### config.mk
export PLATFORM = sky130hd
export DESIGN_NAME = dac_spi_tx
export DESIGN_NICKNAME = d
export VERILOG_FILES = /design/src/rtl/dac_spi_pkg.sv /design/src/rtl/spi_tick_gen.sv /design/src/rtl/dac_spi_tx.sv
export SDC_FILE = /design/constraint.sdc
export NUM_CORES = 1
export LEC_CHECK = 0
export CAP_MARGIN = 0
export CELL_PAD_IN_SITES_DETAIL_PLACEMENT = 1
export CELL_PAD_IN_SITES_GLOBAL_PLACEMENT = 2
export CORE_ASPECT_RATIO = 0.8
export CORE_UTILIZATION = 22
export CTS_CLUSTER_DIAMETER = 30
export DETAILED_ROUTE_END_ITERATION = 12
export PLACE_DENSITY_LB_ADDON = 0.2
export SLEW_MARGIN = 20
export SYNTH_ARGS = -nofsm -noshare
export SYNTH_HDL_FRONTEND = slang
export SYNTH_HIERARCHICAL = 1
export SYNTH_SLANG_ARGS = --single-unit
### constraint.sdc
create_clock -name CLK100MHZ -period 5.59 [get_ports CLK100MHZ]
set_clock_uncertainty 0.2 [all_clocks]
set_input_delay 1.677 -clock CLK100MHZ [delete_from_list [all_inputs] [get_ports CLK100MHZ]]
set_output_delay 1.677 -clock CLK100MHZ [all_outputs]
set_load 0.03 [all_outputs]
### src/rtl/dac_spi_pkg.sv
// Shared types and constants for the DAC SPI transmitter.
// Latency: n/a (declarations only).
// Backpressure: n/a.
package dac_spi_pkg;

  typedef enum logic [2:0] {
    IDLE  = 3'd0,
    SETUP = 3'd1,
    SHIFT = 3'd2,
    HOLD  = 3'd3,
    LDAC  = 3'd4
  } state_t;

  // Bit of the GPO word that requests an LDAC pulse after the frame.
  localparam int   LOAD_FLAG_BIT = 32;
  // Idle level of sclk (mode 1: idles low, DAC samples on falling edges).
  localparam logic SPI_CPOL      = 1'b0;

  // Width able to hold counts 0..max_count-1, never narrower than one bit.
  function automatic int cnt_width(input int max_count);
    return (max_count > 1) ? $clog2(max_count) : 1;
  endfunction

  function automatic int max3(input int a, input int b, input int c);
    int m;
    m = (a > b) ? a : b;
    return (m > c) ? m : c;
  endfunction

endpackage

### src/rtl/spi_tick_gen.sv
// Enable-gated clock divider: one-cycle tick every CLK_DIV enabled cycles, plus half-period phase.
// Latency: first tick CLK_DIV enabled cycles after clear; tick is combinational from the counter.
// Backpressure: none; counter freezes while en_i is low, clr_i restarts it at phase 0.
module spi_tick_gen
  import dac_spi_pkg::*;
#(
  parameter int CLK_DIV = 4
) (
  input  logic clk_i,
  input  logic rst_i,
  input  logic en_i,
  input  logic clr_i,
  output logic tick_o,
  output logic phase_o
);

  localparam int CW = cnt_width(CLK_DIV);

  logic [CW-1:0] cnt_q, cnt_d;
  logic          phase_q, phase_d;

  // phase 0: the next tick ends the sclk-high half (fall); phase 1: the next tick is a rise point.
  assign tick_o  = en_i && (cnt_q == CW'(CLK_DIV - 1));
  assign phase_o = phase_q;

  // Next-state for the divider count and half-period phase.
  always_comb begin
    cnt_d   = cnt_q;
    phase_d = phase_q;
    if (clr_i) begin
      cnt_d   = '0;
      phase_d = 1'b0;
    end else if (en_i) begin
      if (tick_o) begin
        cnt_d   = '0;
        phase_d = ~phase_q;
      end else begin
        cnt_d = cnt_q + 1'b1;
      end
    end
  end

  // Divider state registers.
  always_ff @(posedge clk_i or posedge rst_i) begin
    if (rst_i) begin
      cnt_q   <= '0;
      phase_q <= 1'b0;
    end else begin
      cnt_q   <= cnt_d;
      phase_q <= phase_d;
    end
  end

endmodule

### src/rtl/dac_spi_tx.sv
// Serialises one DAC frame from the GPO word over SPI mode 1 with SYNC and optional LDAC pulse.
// Latency: sync_n falls 1 cycle after start; busy lasts CS_SETUP+2*CLK_DIV*FRAME_BITS+CS_HOLD (+LDAC_WIDTH).
// Backpressure: start while busy is dropped and flagged on start_ignored; start in the done cycle is taken.
module dac_spi_tx
  import dac_spi_pkg::*;
#(
  parameter int FRAME_BITS = 24,
  parameter int CLK_DIV    = 4,
  parameter int CS_SETUP   = 2,
  parameter int CS_HOLD    = 2,
  parameter int LDAC_WIDTH = 3
) (
  input  logic         CLK100MHZ,
  input  logic         reset,
  input  logic         start,
  input  logic [127:0] data_in,
  output logic         busy,
  output logic         done,
  output logic         start_ignored,
  output logic         sclk,
  output logic         sdo,
  output logic         sync_n,
  output logic         ldac_n
);

  localparam int BW = cnt_width(FRAME_BITS);
  localparam int PW = cnt_width(max3(CS_SETUP, CS_HOLD, LDAC_WIDTH));

  // Bits of data_in that matter: the frame and the load flag.
  localparam logic [127:0] USED_MASK = (128'(1) << LOAD_FLAG_BIT) | ((128'(1) << FRAME_BITS) - 128'(1));

  state_t                state_q, state_d;
  logic [FRAME_BITS-1:0] sreg_q, sreg_d;
  logic [FRAME_BITS-1:0] shifted;
  logic [BW-1:0]         bit_q, bit_d;
  logic [PW-1:0]         cnt_q, cnt_d;
  logic                  load_q, load_d;
  logic                  busy_q, busy_d;
  logic                  done_q, done_d;
  logic                  ign_q, ign_d;
  logic                  sclk_q, sclk_d;
  logic                  sdo_q, sdo_d;
  logic                  sync_n_q, sync_n_d;
  logic                  ldac_n_q, ldac_n_d;
  logic                  start_acc;
  logic                  tick, phase;
  logic                  unused_data;

  assign unused_data = ^(data_in & ~USED_MASK);

  assign start_acc = start && (state_q == IDLE);

  spi_tick_gen #(
    .CLK_DIV(CLK_DIV)
  ) u_tick (
    .clk_i  (CLK100MHZ),
    .rst_i  (reset),
    .en_i   (state_q == SHIFT),
    .clr_i  (start_acc),
    .tick_o (tick),
    .phase_o(phase)
  );

  // Frame sequencing: setup, bit shifting on divider ticks, hold, optional LDAC pulse.
  always_comb begin
    state_d  = state_q;
    sreg_d   = sreg_q;
    bit_d    = bit_q;
    cnt_d    = cnt_q;
    load_d   = load_q;
    busy_d   = busy_q;
    done_d   = 1'b0;
    ign_d    = start && (state_q != IDLE);
    sclk_d   = sclk_q;
    sdo_d    = sdo_q;
    sync_n_d = sync_n_q;
    ldac_n_d = ldac_n_q;
    shifted  = sreg_q << 1;
    case (state_q)
      IDLE: begin
        if (start) begin
          sreg_d   = data_in[FRAME_BITS-1:0];
          load_d   = data_in[LOAD_FLAG_BIT];
          sdo_d    = data_in[FRAME_BITS-1];
          bit_d    = '0;
          cnt_d    = '0;
          busy_d   = 1'b1;
          sync_n_d = 1'b0;
          sclk_d   = SPI_CPOL;
          state_d  = SETUP;
        end
      end
      SETUP: begin
        if (cnt_q == PW'(CS_SETUP - 1)) begin
          cnt_d   = '0;
          sclk_d  = ~SPI_CPOL;
          state_d = SHIFT;
        end else begin
          cnt_d = cnt_q + 1'b1;
        end
      end
      SHIFT: begin
        if (tick) begin
          if (!phase) begin
            sclk_d = SPI_CPOL;
          end else if (bit_q == BW'(FRAME_BITS - 1)) begin
            // Low half of the last bit is over: frame body complete.
            sdo_d   = 1'b0;
            cnt_d   = '0;
            state_d = HOLD;
          end else begin
            sclk_d = ~SPI_CPOL;
            sreg_d = shifted;
            sdo_d  = shifted[FRAME_BITS-1];
            bit_d  = bit_q + 1'b1;
          end
        end
      end
      HOLD: begin
        if (cnt_q == PW'(CS_HOLD - 1)) begin
          cnt_d    = '0;
          sync_n_d = 1'b1;
          if (load_q) begin
            ldac_n_d = 1'b0;
            state_d  = LDAC;
          end else begin
            busy_d  = 1'b0;
            done_d  = 1'b1;
            state_d = IDLE;
          end
        end else begin
          cnt_d = cnt_q + 1'b1;
        end
      end
      LDAC: begin
        if (cnt_q == PW'(LDAC_WIDTH - 1)) begin
          cnt_d    = '0;
          ldac_n_d = 1'b1;
          busy_d   = 1'b0;
          done_d   = 1'b1;
          state_d  = IDLE;
        end else begin
          cnt_d = cnt_q + 1'b1;
        end
      end
      default: state_d = IDLE;
    endcase
  end

  // State and output registers; reset drives pins to idle levels immediately.
  always_ff @(posedge CLK100MHZ or posedge reset) begin
    if (reset) begin
      state_q  <= IDLE;
      sreg_q   <= '0;
      bit_q    <= '0;
      cnt_q    <= '0;
      load_q   <= 1'b0;
      busy_q   <= 1'b0;
      done_q   <= 1'b0;
      ign_q    <= 1'b0;
      sclk_q   <= SPI_CPOL;
      sdo_q    <= 1'b0;
      sync_n_q <= 1'b1;
      ldac_n_q <= 1'b1;
    end else begin
      state_q  <= state_d;
      sreg_q   <= sreg_d;
      bit_q    <= bit_d;
      cnt_q    <= cnt_d;
      load_q   <= load_d;
      busy_q   <= busy_d;
      done_q   <= done_d;
      ign_q    <= ign_d;
      sclk_q   <= sclk_d;
      sdo_q    <= sdo_d;
      sync_n_q <= sync_n_d;
      ldac_n_q <= ldac_n_d;
    end
  end

  assign busy          = busy_q;
  assign done          = done_q;
  assign start_ignored = ign_q;
  assign sclk          = sclk_q;
  assign sdo           = sdo_q;
  assign sync_n        = sync_n_q;
  assign ldac_n        = ldac_n_q;

endmodule

==> summary.txt, run 1 <==
Run status
  – Outcome: completed

Clock tree
  – Post-CTS setup buffer count: 0
  – Hold_buf cts: 0
  – CTS sink count: 44
  – Clock buffer depth: 2
  – CTS buffer count: 5
  – Worst-skew pair later-pin latency: 0.29 ns
  – Clock slew at reported path FFs: 0.07 ns
  – CTS tree: yes
  – Resize count post-CTS: 0
  – Depth of the CTS H-tree: 2
  – Root Buffer: clkbuf_16

Floorplan
  – I/O pin cnt: 138
  – DIE AREA: 0.01081 mm^2
  – Starting Density: between 20 and 25%
  – Core area: between 0.009 and 0.01 mm^2
  – Die height: 93.18 um
  – Die span in x: 116.0 um
  – FP Rows: 32

Yosys
  – Top-count cell post-synth: a21oi_1
  – Syn_area_per_cell: roughly 9.9 um^2
  – Synth area leaders: dfrtp_1 (46%), a21oi_1 (10%), mux2i_1 (9.6%)
  – Syn Inst Count: 231
  – Post-synth top cells: a21oi_1 (46), dfrtp_1 (42), mux2i_1 (22)
  – Synth async-reset ratio: 100.0%
  – Synth Register Bits: 44
  – Cell taking the most area after synthesis: dfrtp_1
  – Synth unique cells: 50
  – Post-synth EDFFs: 0
  – Dominant synthesized flop cell: dfrtp_1
  – Sequential area share after synthesis: between 40 and 50%
  – Synth top area share: about 46%
  – Syn_nets: 364
  – Synthesized cell area: 0.002286 mm^2
  – Ys Warns: 6

GRT
  – Initial antenna violation count: 0
  – First-pass GRT wire length: between 10000 and 15000 um
  – Met3 global-route usage: 2.398%
  – M2 GR Usage: 18.01%
  – Busiest grt layer: met1
  – Met1 usage: 18.27%
  – Pin count of the biggest net entering global routing: 42
  – GRT overflow: 0
  – Vias in the first global route: 1884
  – Global Route Usage Sum: between 10% and 20%

Layout
  – Filler cell count in the final layout: approximately 1100
  – Antenna Cells: 0
  – Layout cells sized above 1: around a tenth
  – Syn-to-layout area delta: 26.60%
  – Final core occ: 29.38%
  – Final non-filler cell area: 0.002894 mm^2
  – Nets: 393

STA
  – Post-layout minimum cycle time: 3.596 ns
  – Post-route setup TNS: 0 ns
  – RSZ-0062 raised after global routing: no
  – Final worst slack: 1.994 ns
  – Peak Freq: 0.2781 GHz
  – Slew @ Worst Pin: 0.5581 ns
  – Final Max Tran Viols: 0
  – Crit share post-route: 64.34%
  – Setup-failing EPs final: 0
  – Rel. slew slack: 62.79%
  – Hold Vio Cnt, Final: 0

Critical path
  – Arr. time, crit path: 3.56 ns
  – CP Launch Type: input pin
  – CP Data Required Time: 5.56 ns
  – Crit. End Element: flip-flop
  – Critical path peak fanout: 29
  – Crit Path Category: input pin to flip-flop

Detailed routing
  – Vias per cell: 4.489
  – 1st-pass router iterations: 4
  – Detailed Route Iter0 Violations: 90
  – DR WL/cell: 15.28 um
  – Post-DRT Antenna Nets: 0
  – Vias after detailed routing: 1782
  – Drt total wl: around 6000 um
  – # DRC: 0

Placed design
  – PortBufs: 34
  – GP Congestion: a little under 0.7
  – Post-detail-place hpwl: 3890 um
  – Pre-CTS setup slack: 1.708 ns
  – Placed inst area: 0.002723 mm^2

Worst hold path
  – Worst Hold Class: flip-flop to flip-flop

Run
  – Max_cap viols: 0

Power and ir drop
  – PD cells: 523.6 mW/mm^2
  – PnR Total Power: 0.001515 W
  – P_leak: roughly 1.2 nW
  – Worst vdd ir: approximately 0.00014 V
## cell usage in the layout (no fill, tap or decap), types with 3 or more instances in the layout
cell and count:
nand3_1 7, a21oi_1 46, clkbuf_16 5, nor2b_1 3
and3_1 3, a31oi_1 3, o21ai_0 10, a21o_1 3
mux2i_1 22, dfrtp_1 42, nor2_1 9, nand2_1 14
clkdlybuf4s50_1 34, buf_4 4, and2_1 3, inv_1 9
nand2b_1 4
## flip-flops by register name, indices dropped and copies added (netlist names)
name            flops
start_ignored       1
load_q              1
state_q             3
sdo                 1
bit_q               5
u_tick/phase_o      1
sync_n              1
sreg_q             23
done                1
busy                1
u_tick/cnt_q        2
cnt_q               2
sclk                1
ldac_n              1
## path summary, 6_finish.rpt
| kind | start | to | slack (ns) | cells after the start |
|---|---|---|---|---|
| setup / recovery | start | bit_q[4] | 1.99 | 6 |
| max in group asynchronous | reset | sync_n | 3.12 | 3 |
| hold reg to reg | ldac_n | ldac_n | 0.28 | 2 |
| min in group asynchronous | reset | u_tick/phase_o | 1.41 | 2 |
| setup reg to reg | state_q[1] | bit_q[4] | 2.15 | 8 |
| hold / removal | ldac_n | ldac_n | 0.28 | 2 |
## stage by stage
stage / instances / hold slack [ns]
global route: 397 / 0.3013
CTS: 397 / 0.2800
floorplan: 231 / 0.2854
finish: 397 / 0.2803
detailed placement: 389 / 0.2734
global placement: 389 / 0.2525
## where the power goes
part | internal, W | switching [W]
combinational | 0.000256 | 0.000351
sequential | 0.000450 | 0.000116
clock | 0.000212 | 0.000130
## per-layer routing
layer	share of wire, %	vias up
met5	0	-
met2	43	26
li1	-	878
met3	3.1	4
met4	0.86	0
met1	53	874
## cell families (layout without fill, tap and decap cells)
kind of cell    Yosys count  count (layout)  synth area share, %
xor+xnor                  2               2               0.7664
buf+inv                  26              56                6.294
compound gates           75              75                19.10
mux                      24              24                10.62
fa+ha+maj                 2               2                1.095
simple gates             58              58                13.85
flops                    44              44                48.28
## area by class of cell
cell class	instances	area [um^2]	share of cell area [%]
tap	136	170.2	5.880
inverter	10	37.54	1.297
multi-input combinational	161	1041	35.97
timing repair buffer	38	370.4	12.80
sequential	44	1104	38.13
clock buffer	5	125.1	4.323
clock inverter	3	46.29	1.600
## critical path: stages
cell             delay [ns]
clkdlybuf4s50_1        0.59
nor2b_1                0.27
o21bai_2               0.17
buf_4                  0.34
nand2_1                0.14
a221o_1                0.36
Power figures use the tool's default switching activity.
==> run 2: changes to the inputs <==
Settings changed: CORE_UTILIZATION 22 to 19.
Clock period 5.59 ns to 3.3 ns, I/O delays scaled along.
==> run 2 against run 1 <==
Final cell count up 4.5%. Critical path depth down 5. Clock power up 68%. Highest routed layer unchanged. Critical path type is now flip-flop to output pin. Via count up 2.7%. Total power up 73%. First-iteration DRC count up 28%. Largest power group unchanged. Combinational power up 85%. Non-clock buffer count up 6.
==> summary.txt, run 2 (synthesis gave the netlist of run 1 again) <==
Critical path
  – CP Cell Sequence: clkdlybuf4s50_1
  – CP Launch Type: flip-flop
  – Critical R2R Capture: sreg_q[16]
  – Worst stage delay on the critical path: 0.67 ns
  – FF-to-FF path depth: 8
  – Crit. End Element: output pin
  – Crit Path Category: flip-flop to output pin
  – Critical path peak fanout: 3
  – Buffer and inverter count on the worst path: 1
  – Reg2reg start: state_q[0]
  – Worst R2R Setup Slack: approximately 0.67 ns
  – CP top delay family: buffers and inverters
  – Arr. time, crit path: roughly 1.5 ns
  – Slowest CP cell: clkdlybuf4s50_1
  – CP Data Required Time: ~2.1 ns

Clock tree
  – Clock buffer depth: 2
  – CTS sink count: between 40 and 50
  – Worst-skew pair later-pin latency: 0.29 ns
  – CTS tree: yes
  – Resize count post-CTS: 0
  – Depth of the CTS H-tree: 2
  – Clock slew at reported path FFs: 0.06 ns
  – Root Buffer: clkbuf_16
  – Hold_buf cts: 0
  – Post-CTS setup buffer count: 0
  – CTS buffer count: 5

Worst hold path
  – Hold depth: 2
  – Hold_sp: ldac_n
  – Worst Hold Class: flip-flop to flip-flop
  – Hold EP: ldac_n

Layout
  – Layout cells sized above 1: about 11%
  – Area occupied by multi-input gates: 0.001041 mm^2
  – Largest regs: sreg_q x23, bit_q x5, state_q x3
  – FF/Latch Area: 0.001104 mm^2
  – Finished Layout Cells: approximately 420
  – Most common cell after layout, fill and taps aside: a21oi_1
  – Antenna Cells: 0
  – Most flop-heavy register: sreg_q
  – Nets: 399
  – Commonest non-fill, non-tap cells in the layout: a21oi_1 (46), dfrtp_1 (42), clkdlybuf4s50_1 (34), mux2i_1 (22), nand2_1 (14)
  – Syn-to-layout area delta: 29.45%
  – Filler cell count in the final layout: 1310
  – Largest register FFs: 23

Detailed routing
  – Vias per cell: 4.410
  – Detailed Route Iter0 Violations: 115
  – Vias after detailed routing: 1830
  – Post-DRT Antenna Nets: 0
  – Drt total wl: 6305 um
  – 1st-pass router iterations: 4
  – # DRC: 0
  – DR WL/cell: 15.19 um

STA
  – Setup-failing EPs final: 0
  – Post-route setup TNS: 0 ns
  – Hold Vio Cnt, Final: 0
  – Slew @ Worst Pin: slightly below 0.6 ns
  – Rel. slew slack: approximately three fifths
  – Post-layout minimum cycle time: 2.689 ns
  – Peak Freq: 0.3719 GHz
  – RSZ-0062 raised after global routing: no
  – Final Max Tran Viols: 0
  – Crit share post-route: 81.49%

GRT
  – Pin count of the biggest net entering global routing: 42
  – Global Route Usage Sum: 11.11%
  – First-pass GRT wire length: 10860 um
  – GRT overflow: 0
  – Vias in the first global route: approximately 2000
  – Initial antenna violation count: 0

Floorplan
  – Die height: 100.1 um
  – Core area: 0.01160 mm^2
  – Starting Density: roughly a fifth
  – DIE AREA: 0.01248 mm^2
  – I/O pin cnt: 138
  – Die span in x: 124.6 um
  – FP Rows: 35

Placed design
  – Post-detail-place hpwl: 4211 um
  – GP Congestion: 0.6735
  – PortBufs: 34
  – Number of cells after detailed placement: 407

Run status
  – Outcome: completed

Power and ir drop
  – Worst vdd ir: between 0.0002 and 0.00025 V
  – P_leak: 1.276 nW
  – PD cells: 884.7 mW/mm^2

Run
  – Max_cap viols: 0
## run 2: changes by cell type in the layout (fill, tap and decap cells not counted)
cell / before / now
clkinvlp_4: 1 / 0
clkbuf_1: 0 / 1
buf_12: 0 / 1
inv_6: 1 / 0
buf_4: 4 / 9
clkinv_2: 0 / 1
## run 2: final cells by class
class	instances	share of cell area, %
multi-input cells	161	35.18
inverters	10	1.268
clock buffers	6	4.355
flip-flops and latches	44	37.29
well taps	148	6.258
repair buffers	44	14.46
clock inverters	2	1.184
## run 2: power breakdown
group          leakage [nW]  switching [W]  total (W)  internal [W]
clock network        0.0808       0.000221   0.000577      0.000357
logic                 0.674       0.000641    0.00112      0.000475
registers             0.521       0.000162   0.000924      0.000763
## run 2: worst max-delay path by stage
stage / startpoint / end / slack, ns / cells past startpoint
2_1_floorplan: state_q[0] / bit_q[4] / 0.87 / 10
3_3_place_gp: start / sreg_q[1] / 0.36 / 6
3_5_place_dp: start / sreg_q[16] / 0.33 / 6
4_1_cts: sync_n / sync_n / 0.59 / 1
5_1_grt: state_q[0] / sreg_q[0] / 0.42 / 8
6_report: sync_n / sync_n / 0.61 / 1
## run 2: tightest hold or removal path, delay by kind of cell, from the launching register on
| family | cells | cell delay [ns] |
|---|---|---|
| DFF | 1 | 0.38 |
| and+or+nand+nor | 2 | 0.09 |
## run 2: metal layers
| metal | up-vias | GRT usage [%] | wire, um |
|---|---|---|---|
| li1 | 889 | - | - |
| met1 | 911 | 15.83 | 3313 |
| met2 | 23 | 16.57 | 2738 |
| met3 | 7 | 2.345 | 172 |
| met4 | 0 | 3.892 | 80 |
| met5 | - | 0 | 0 |
## run 2: stage by stage
| stage | total power (W) | utilization [%] | worst slack [ns] | hold WS (ns) | instance area (um^2) |
|---|---|---|---|---|---|
| 2_1_floorplan | 0.001745 | - | 0.8722 | 0.2854 | 2286 |
| 3_3_place_gp | 0.002066 | 24.09 | 0.3577 | 0.2500 | 2795 |
| 3_5_place_dp | 0.002077 | 24.09 | 0.3282 | 0.2678 | 2795 |
| 4_1_cts | 0.002680 | 25.50 | 0.5867 | 0.2753 | 2959 |
| 5_1_grt | 0.002851 | 25.50 | 0.4187 | 0.3035 | 2959 |
| 6_report | 0.002618 | 25.50 | 0.6109 | 0.2709 | 2959 |
